===== config.mk =====
export PLATFORM = sky130hd
export DESIGN_NAME = axi_lite_xbar
export DESIGN_NICKNAME = d
export VERILOG_FILES = /design/src/rtl/axi_pkg.sv /design/src/rtl/axi_addr_decoder.sv /design/src/rtl/axi_lite_xbar.sv
export SDC_FILE = /design/constraint.sdc
export NUM_CORES = 1
export LEC_CHECK = 0
export ABC_AREA = 1
export BUFFER_PORTS_ARGS = -buffer_cell sky130_fd_sc_hd__buf_2
export CAP_MARGIN = 20
export CORE_AREA = 2 2 225 227
export DETAILED_ROUTE_END_ITERATION = 10
export DIE_AREA = 0 0 227 229
export PLACE_DENSITY = 0.37
export RECOVER_POWER = 25
export SETUP_SLACK_MARGIN = 0.3
export SKIP_CTS_REPAIR_TIMING = 1
export SLEW_MARGIN = 20
export SYNTH_ARGS = -nofsm -noshare
export SYNTH_HDL_FRONTEND = slang
export SYNTH_SLANG_ARGS = --single-unit

===== constraint.sdc =====
create_clock -name clk -period 2.2 [get_ports clk]
set_clock_uncertainty 0.15 [all_clocks]
set_input_delay 0.22 -clock clk [delete_from_list [all_inputs] [get_ports clk]]
set_output_delay 0.22 -clock clk [all_outputs]
set_load 0.005 [all_outputs]

===== src/rtl/axi_pkg.sv =====
// Shared AXI-lite definitions: bus widths, response codes and the crossbar FSM state type.
package axi_pkg;

    localparam int AXI_ADDR_W = 32;
    localparam int AXI_DATA_W = 32;
    localparam int AXI_STRB_W = AXI_DATA_W / 8;
    localparam int AXI_RESP_W = 2;

    localparam logic [AXI_RESP_W-1:0] AXI_RESP_OKAY   = 2'b00;
    localparam logic [AXI_RESP_W-1:0] AXI_RESP_SLVERR = 2'b10;
    localparam logic [AXI_RESP_W-1:0] AXI_RESP_DECERR = 2'b11;

    typedef enum logic [2:0] {
        IDLE,
        RD_ADDR,
        RD_RESP,
        WR_REQ,
        WR_RESP
    } xbar_state_t;

endpackage


===== src/rtl/axi_addr_decoder.sv =====
// Combinational address decoder: maps an address onto one of NUM_SLV windows, lowest index first.
module axi_addr_decoder
    import axi_pkg::*;
#(
    parameter int NUM_SLV = 3,
    parameter logic [NUM_SLV*AXI_ADDR_W-1:0] SLV_BASE = {32'ha000_0048, 32'ha000_03f8, 32'h8000_0000},
    parameter logic [NUM_SLV*AXI_ADDR_W-1:0] SLV_SIZE = {32'h0000_0010, 32'h0000_0008, 32'h0800_0000},
    localparam int SEL_W = (NUM_SLV > 1) ? $clog2(NUM_SLV) : 1
) (
    input  logic [AXI_ADDR_W-1:0] addr,
    output logic [SEL_W-1:0]      sel,
    output logic                  miss
);

    // Window end is formed one bit wider so a window touching 2^32 cannot wrap.
    function automatic logic in_window(input logic [AXI_ADDR_W-1:0] a, input int idx);
        logic [AXI_ADDR_W:0] lo;
        logic [AXI_ADDR_W:0] hi;
        lo = {1'b0, SLV_BASE[idx*AXI_ADDR_W +: AXI_ADDR_W]};
        hi = lo + {1'b0, SLV_SIZE[idx*AXI_ADDR_W +: AXI_ADDR_W]};
        return ({1'b0, a} >= lo) && ({1'b0, a} < hi);
    endfunction

    always_comb begin
        sel  = '0;
        miss = 1'b1;
        // Walk downwards so the lowest matching index is the one left standing.
        for (int i = NUM_SLV - 1; i >= 0; i--) begin
            if (in_window(addr, i)) begin
                sel  = SEL_W'(i);
                miss = 1'b0;
            end
        end
    end

endmodule


===== src/rtl/axi_lite_xbar.sv =====
// 1-to-N AXI-lite router with a single outstanding transaction and DECERR for unmapped addresses.
module axi_lite_xbar
    import axi_pkg::*;
#(
    parameter int NUM_SLV = 3,
    parameter logic [NUM_SLV*AXI_ADDR_W-1:0] SLV_BASE = {32'ha000_0048, 32'ha000_03f8, 32'h8000_0000},
    parameter logic [NUM_SLV*AXI_ADDR_W-1:0] SLV_SIZE = {32'h0000_0010, 32'h0000_0008, 32'h0800_0000},
    localparam int SEL_W = (NUM_SLV > 1) ? $clog2(NUM_SLV) : 1
) (
    input  logic                                  clk,
    input  logic                                  rst_n,
    input  logic [AXI_ADDR_W-1:0]                 m_araddr,
    input  logic                                  m_arvalid,
    output logic                                  m_arready,
    output logic [AXI_DATA_W-1:0]                 m_rdata,
    output logic [AXI_RESP_W-1:0]                 m_rresp,
    output logic                                  m_rvalid,
    input  logic                                  m_rready,
    input  logic [AXI_ADDR_W-1:0]                 m_awaddr,
    input  logic                                  m_awvalid,
    output logic                                  m_awready,
    input  logic [AXI_DATA_W-1:0]                 m_wdata,
    input  logic [AXI_STRB_W-1:0]                 m_wstrb,
    input  logic                                  m_wvalid,
    output logic                                  m_wready,
    output logic [AXI_RESP_W-1:0]                 m_bresp,
    output logic                                  m_bvalid,
    input  logic                                  m_bready,
    output logic [NUM_SLV-1:0][AXI_ADDR_W-1:0]    s_araddr,
    output logic [NUM_SLV-1:0]                    s_arvalid,
    input  logic [NUM_SLV-1:0]                    s_arready,
    input  logic [NUM_SLV-1:0][AXI_DATA_W-1:0]    s_rdata,
    input  logic [NUM_SLV-1:0][AXI_RESP_W-1:0]    s_rresp,
    input  logic [NUM_SLV-1:0]                    s_rvalid,
    output logic [NUM_SLV-1:0]                    s_rready,
    output logic [NUM_SLV-1:0][AXI_ADDR_W-1:0]    s_awaddr,
    output logic [NUM_SLV-1:0]                    s_awvalid,
    input  logic [NUM_SLV-1:0]                    s_awready,
    output logic [NUM_SLV-1:0][AXI_DATA_W-1:0]    s_wdata,
    output logic [NUM_SLV-1:0][AXI_STRB_W-1:0]    s_wstrb,
    output logic [NUM_SLV-1:0]                    s_wvalid,
    input  logic [NUM_SLV-1:0]                    s_wready,
    input  logic [NUM_SLV-1:0][AXI_RESP_W-1:0]    s_bresp,
    input  logic [NUM_SLV-1:0]                    s_bvalid,
    output logic [NUM_SLV-1:0]                    s_bready
);

    xbar_state_t state, state_n;
    logic [SEL_W-1:0] sel_q, sel_n, ar_sel, aw_sel;
    logic miss_q, miss_n, ar_miss, aw_miss;
    logic aw_done, aw_done_n, w_done, w_done_n;

    axi_addr_decoder #(.NUM_SLV(NUM_SLV), .SLV_BASE(SLV_BASE), .SLV_SIZE(SLV_SIZE)) u_ar_dec (
        .addr(m_araddr), .sel(ar_sel), .miss(ar_miss)
    );

    axi_addr_decoder #(.NUM_SLV(NUM_SLV), .SLV_BASE(SLV_BASE), .SLV_SIZE(SLV_SIZE)) u_aw_dec (
        .addr(m_awaddr), .sel(aw_sel), .miss(aw_miss)
    );

    always_ff @(posedge clk or negedge rst_n) begin
        if (!rst_n) begin
            state   <= IDLE;
            sel_q   <= '0;
            miss_q  <= 1'b0;
            aw_done <= 1'b0;
            w_done  <= 1'b0;
        end else begin
            state   <= state_n;
            sel_q   <= sel_n;
            miss_q  <= miss_n;
            aw_done <= aw_done_n;
            w_done  <= w_done_n;
        end
    end

    // All outputs derive from the registered state, so an async reset clears them immediately.
    always_comb begin
        state_n   = state;
        sel_n     = sel_q;
        miss_n    = miss_q;
        aw_done_n = aw_done;
        w_done_n  = w_done;
        m_arready = 1'b0;
        m_rdata   = '0;
        m_rresp   = '0;
        m_rvalid  = 1'b0;
        m_awready = 1'b0;
        m_wready  = 1'b0;
        m_bresp   = '0;
        m_bvalid  = 1'b0;
        s_araddr  = '0;
        s_arvalid = '0;
        s_rready  = '0;
        s_awaddr  = '0;
        s_awvalid = '0;
        s_wdata   = '0;
        s_wstrb   = '0;
        s_wvalid  = '0;
        s_bready  = '0;

        case (state)
            IDLE: begin
                if (m_arvalid) begin
                    sel_n   = ar_sel;
                    miss_n  = ar_miss;
                    state_n = RD_ADDR;
                end else if (m_awvalid) begin
                    sel_n     = aw_sel;
                    miss_n    = aw_miss;
                    aw_done_n = 1'b0;
                    w_done_n  = 1'b0;
                    state_n   = WR_REQ;
                end
            end
            RD_ADDR: begin
                if (miss_q) begin
                    m_arready = 1'b1;
                end else begin
                    for (int i = 0; i < NUM_SLV; i++) begin
                        if (sel_q == SEL_W'(i)) begin
                            s_arvalid[i] = m_arvalid;
                            s_araddr[i]  = m_araddr;
                            m_arready    = s_arready[i];
                        end
                    end
                end
                if (m_arvalid && m_arready) state_n = RD_RESP;
            end
            RD_RESP: begin
                if (miss_q) begin
                    m_rvalid = 1'b1;
                    m_rresp  = AXI_RESP_DECERR;
                end else begin
                    for (int i = 0; i < NUM_SLV; i++) begin
                        if (sel_q == SEL_W'(i)) begin
                            m_rvalid    = s_rvalid[i];
                            m_rdata     = s_rdata[i];
                            m_rresp     = s_rresp[i];
                            s_rready[i] = m_rready;
                        end
                    end
                end
                if (m_rvalid && m_rready) state_n = IDLE;
            end
            WR_REQ: begin
                // AW and W complete independently; each is masked once its beat has been taken.
                if (miss_q) begin
                    m_awready = ~aw_done;
                    m_wready  = ~w_done;
                end else begin
                    for (int i = 0; i < NUM_SLV; i++) begin
                        if (sel_q == SEL_W'(i)) begin
                            s_awvalid[i] = m_awvalid & ~aw_done;
                            s_awaddr[i]  = m_awaddr;
                            s_wvalid[i]  = m_wvalid & ~w_done;
                            s_wdata[i]   = m_wdata;
                            s_wstrb[i]   = m_wstrb;
                            m_awready    = s_awready[i] & ~aw_done;
                            m_wready     = s_wready[i] & ~w_done;
                        end
                    end
                end
                if (m_awvalid && m_awready) aw_done_n = 1'b1;
                if (m_wvalid && m_wready) w_done_n = 1'b1;
                if (aw_done_n && w_done_n) state_n = WR_RESP;
            end
            WR_RESP: begin
                if (miss_q) begin
                    m_bvalid = 1'b1;
                    m_bresp  = AXI_RESP_DECERR;
                end else begin
                    for (int i = 0; i < NUM_SLV; i++) begin
                        if (sel_q == SEL_W'(i)) begin
                            m_bvalid    = s_bvalid[i];
                            m_bresp     = s_bresp[i];
                            s_bready[i] = m_bready;
                        end
                    end
                end
                if (m_bvalid && m_bready) state_n = IDLE;
            end
            default: state_n = IDLE;
        endcase
    end

endmodule


==> impl_summary.txt <==
----------------------------------------------------
[Logic synthesis]
  Adder-Cell Fraction of Synth Area ... 0%
  Top area cells in the synthesized netlist ... nor2_1, nand2_1, inv_1
  Number of nets produced by synthesis ... 1126
  Sequential share of the synthesized area ... 5.31%
  Dominant combinational cell family by area after synthesis ... simple AND/OR/NAND/NOR gates
  Cell taking the most area after synthesis ... nor2_1
  Number of instances in the synthesized netlist ... 896
  Fraction of synthesized area in multiplexers ... 0%
  Xor/xnor share of the synthesized area ... 0%
  Fraction of the mapped netlist area in simple logic gates ... 71.8%
  Synth cell types ... 24
  Compound-Gate Fraction of Synth Area ... 2.79%
  Post-synthesis instance area ... 0.00377 mm2
  Synthesized area divided by synthesized cell count ... 4.21 um2
  Proportion of netlist area held by the largest area contributor ... 35.3%
  Ys Warns ... 0
  Post-synthesis sequential element count ... 8

[Clocking]
  Maximum level of the CTS H-tree ... 1
  CTS tree ... yes
  Root buffer cell ... clkbuf_16
  Clk buf depth ... 2
  CTS Buf Count ... 3
  TritonCTS Sinks ... 8
  Clock insertion delay at the later pin of the skew report ... 240 ps
  Clock Pin Slew Worst Setup and Hold Paths ... 40 ps

[Worst setup path]
  Crit path max fanout ... 70
  FF-to-FF setup slack ... 270 ps
  Nature of the critical path startpoint ... flop
  Path type of the worst setup path ... flop to primary output
  Worst Setup End Kind ... primary output
  CP arrival ... 1850 ps
  Data required, critical path ... 1830 ps

[STA]
  Final hold violation count ... 0
  Achievable Freq ... 451 MHz
  Slew @ Worst Pin ... 586 ps
  Worst hold slack across all endpoints ... 225 ps
  Setup-violating endpoint count in the final report ... 3
  Count of final max-slew check failures ... 0
  Worst-case setup margin in the final layout ... -15.1 ps
  Shortest clock period the worst path allows after layout ... 2220 ps
  RSZ-0062 raised after global routing ... true
  Relative max-transition margin ... 60.9%
  Share of the clock period used by the worst path ... 101%

[Pwr]
  Clk network pwr share ... 5.6%
  Worst ir drop on vdd ... 0.411 mV
  Sequential group share of total power ... 5.8%
  Cell-internal power ... 2.46 mW
  Switching power as a share of total power ... 56.7%
  Leakage component of the power ... 5.62 nW
  Switching pwr ... 3.22 mW
  Power per unit of standard cell area ... 670 mW/mm2
  Tot Pwr ... 5.68 mW
  Combinational cell fraction of total power ... 88.6%

[Routing]
  Aggregate routed wire length ... 31.7 mm
  Remaining routing DRC violations ... 0
  Per-cell via count in the routed design ... 3.60
  Vias ... 7778
  DRT Pass-1 Iters ... 5
  Wirelength per Cell ... 14.7 um
  Antenna Violating Nets Remaining ... 0
  DRT iter0 DRCs ... 292

[GRT]
  Global routing usage on met3 ... 2.09%
  Met2 Resource Use GR ... 19.7%
  Largest net degree at the start of global routing ... 71
  GRT busiest layer ... met2
  GRT Util Overall ... 10.3%
  Number of global-route vias before repair ... 7012
  Met1 capacity usage during global routing ... 11.3%
  Total congestion overflow after global routing ... 0
  Number of antenna violations at the first check in global routing ... 2
  First-pass GRT wire length ... 40.5 mm

[Run status]
  Result of the run ... complete, but fails checks
  Violated checks ... negative setup slack

[Floorplan]
  Die Area ... 0.0520 mm2
  Die outline height ... 229 um
  Row Count ... 82
  Io pins ... 586
  Area of the core ... 0.0497 mm2
  Effective utilization at floorplan ... 7.59%
  Die boundary width ... 227 um

[Placed design]
  # port buffers ... 585
  Detailed placement HPWL ... 25.8 mm
  Setup WS pre-CTS ... 81.2 ps
  Area post-placement ... 0.00766 mm2
  Routability cong. ... 0.804

[Cells and area]
  Area added between synthesis and finish ... 125%
  Net total in the final layout ... 1723
  Fraction of layout cells with a size suffix above 1 ... 48.2%
  Final core area utilization ... 17.1%
  Final-layout fill cell count ... 5923
  Antenna cell count ... 0
  Total non-filler cell area in the finished layout ... 0.00847 mm2

[Run]
  Reported max-cap violation count ... 0

[Min path]
  Type of the most critical hold path ... input pin to flop

----------------------------------------------------
[stage by stage]
stage          instances  TNS [ps]
2_1_floorplan        896         0
3_3_place_gp        2133         0
3_5_place_dp        2133         0
4_1_cts             2136     -9100
5_1_grt             2163     -1220
6_report            2163     -30.3
[cells in the final DEF, fill, tap and decap left out, types with 2 or more instances in the layout]
cell type  count
a41oi_1        4
and2_1         2
buf_12        13
buf_2        581
buf_4         32
buf_6          9
clkbuf_16      8
dfrtp_1        4
dfrtp_2        4
inv_1        135
inv_2          3
nand2_1      241
nand2_8        2
nand3_1       53
nand3_4        3
nand4_1        8
nor2_1       301
nor2_2        36
nor2_4        20
nor3_1         4
nor3_4         2
nor4_1         4
nor4_2         2
o21ai_0       10
[area by class of cell]
| cell class | count | area (um2) | share of cell area (%) |
|---|---|---|---|
| Sequential cell | 8 | 205 | 2.42 |
| Inverter | 139 | 526 | 6.21 |
| Timing Repair Buffer | 644 | 3690 | 43.6 |
| Multi-Input combinational cell | 697 | 3130 | 37.0 |
| Clock buffer | 3 | 75.1 | 0.887 |
| Tap cell | 672 | 841 | 9.93 |
[power by group through the flow]
stage | sequential (mW) | clock [mW] | combinational (mW)
2_1_floorplan | 0.263 | 0 | 2.31
3_3_place_gp | 0.310 | 0 | 4.28
3_5_place_dp | 0.314 | 0 | 4.21
4_1_cts | 0.313 | 0.323 | 4.23
5_1_grt | 0.337 | 0.338 | 5.55
6_report | 0.328 | 0.318 | 5.03
[worst max-delay path, stage by stage (launching register included)]
cell and delay, ps:
dfrtp_2 430, clkinvlp_4 210, nor2_4 150, buf_4 140
nand3_4 90, buf_12 180, nor2_1 180, buf_2 130
[synthesized netlist by cell type]
master / instances
nor2_1: 355
nand2_1: 243
inv_1: 138
nand3_1: 56
clkbuf_1: 28
buf_2: 13
o21ai_0: 10
dfrtp_1: 8
nand4_1: 8
buf_4: 7
nor4_1: 6
a41oi_1: 4
buf_1: 4
nor3_1: 4
and2_1: 2
nor3_2: 2
a21oi_1: 1
inv_2: 1
nor2_2: 1
nor2_4: 1
nor3_4: 1
nor3b_1: 1
o211ai_1: 1
o21bai_1: 1
[state kept, by name, summed over array words and instances (netlist names)]
signal,flops
miss_q,1
aw_done,1
sel_q,2
state,3
w_done,1
[cells by family (layout without fill, tap and decap cells)]
kind of cell	after synthesis	in the layout
AND/OR/NAND/NOR	680	680
flip-flops	8	8
AO/OA/AOI/OAI	17	17
buffers and inverters	191	786
[per-layer routing]
metal / share of wire, % / vias up
met5: 0.041 / -
met4: 2.3 / 2
met3: 7.2 / 42
met2: 52 / 404
met1: 38 / 3513
li1: - / 3817
[final timing paths]
path	depth (start not counted)	to	from
max in group asynchronous	2	sel_q[0]	rst_n
min in group asynchronous	2	w_done	rst_n
min	5	w_done	m_wvalid
min reg2reg	2	state[1]	state[1]
max	7	s_awaddr[43]	sel_q[0]
max reg2reg	11	state[1]	sel_q[0]
Power figures use the tool's default switching activity.
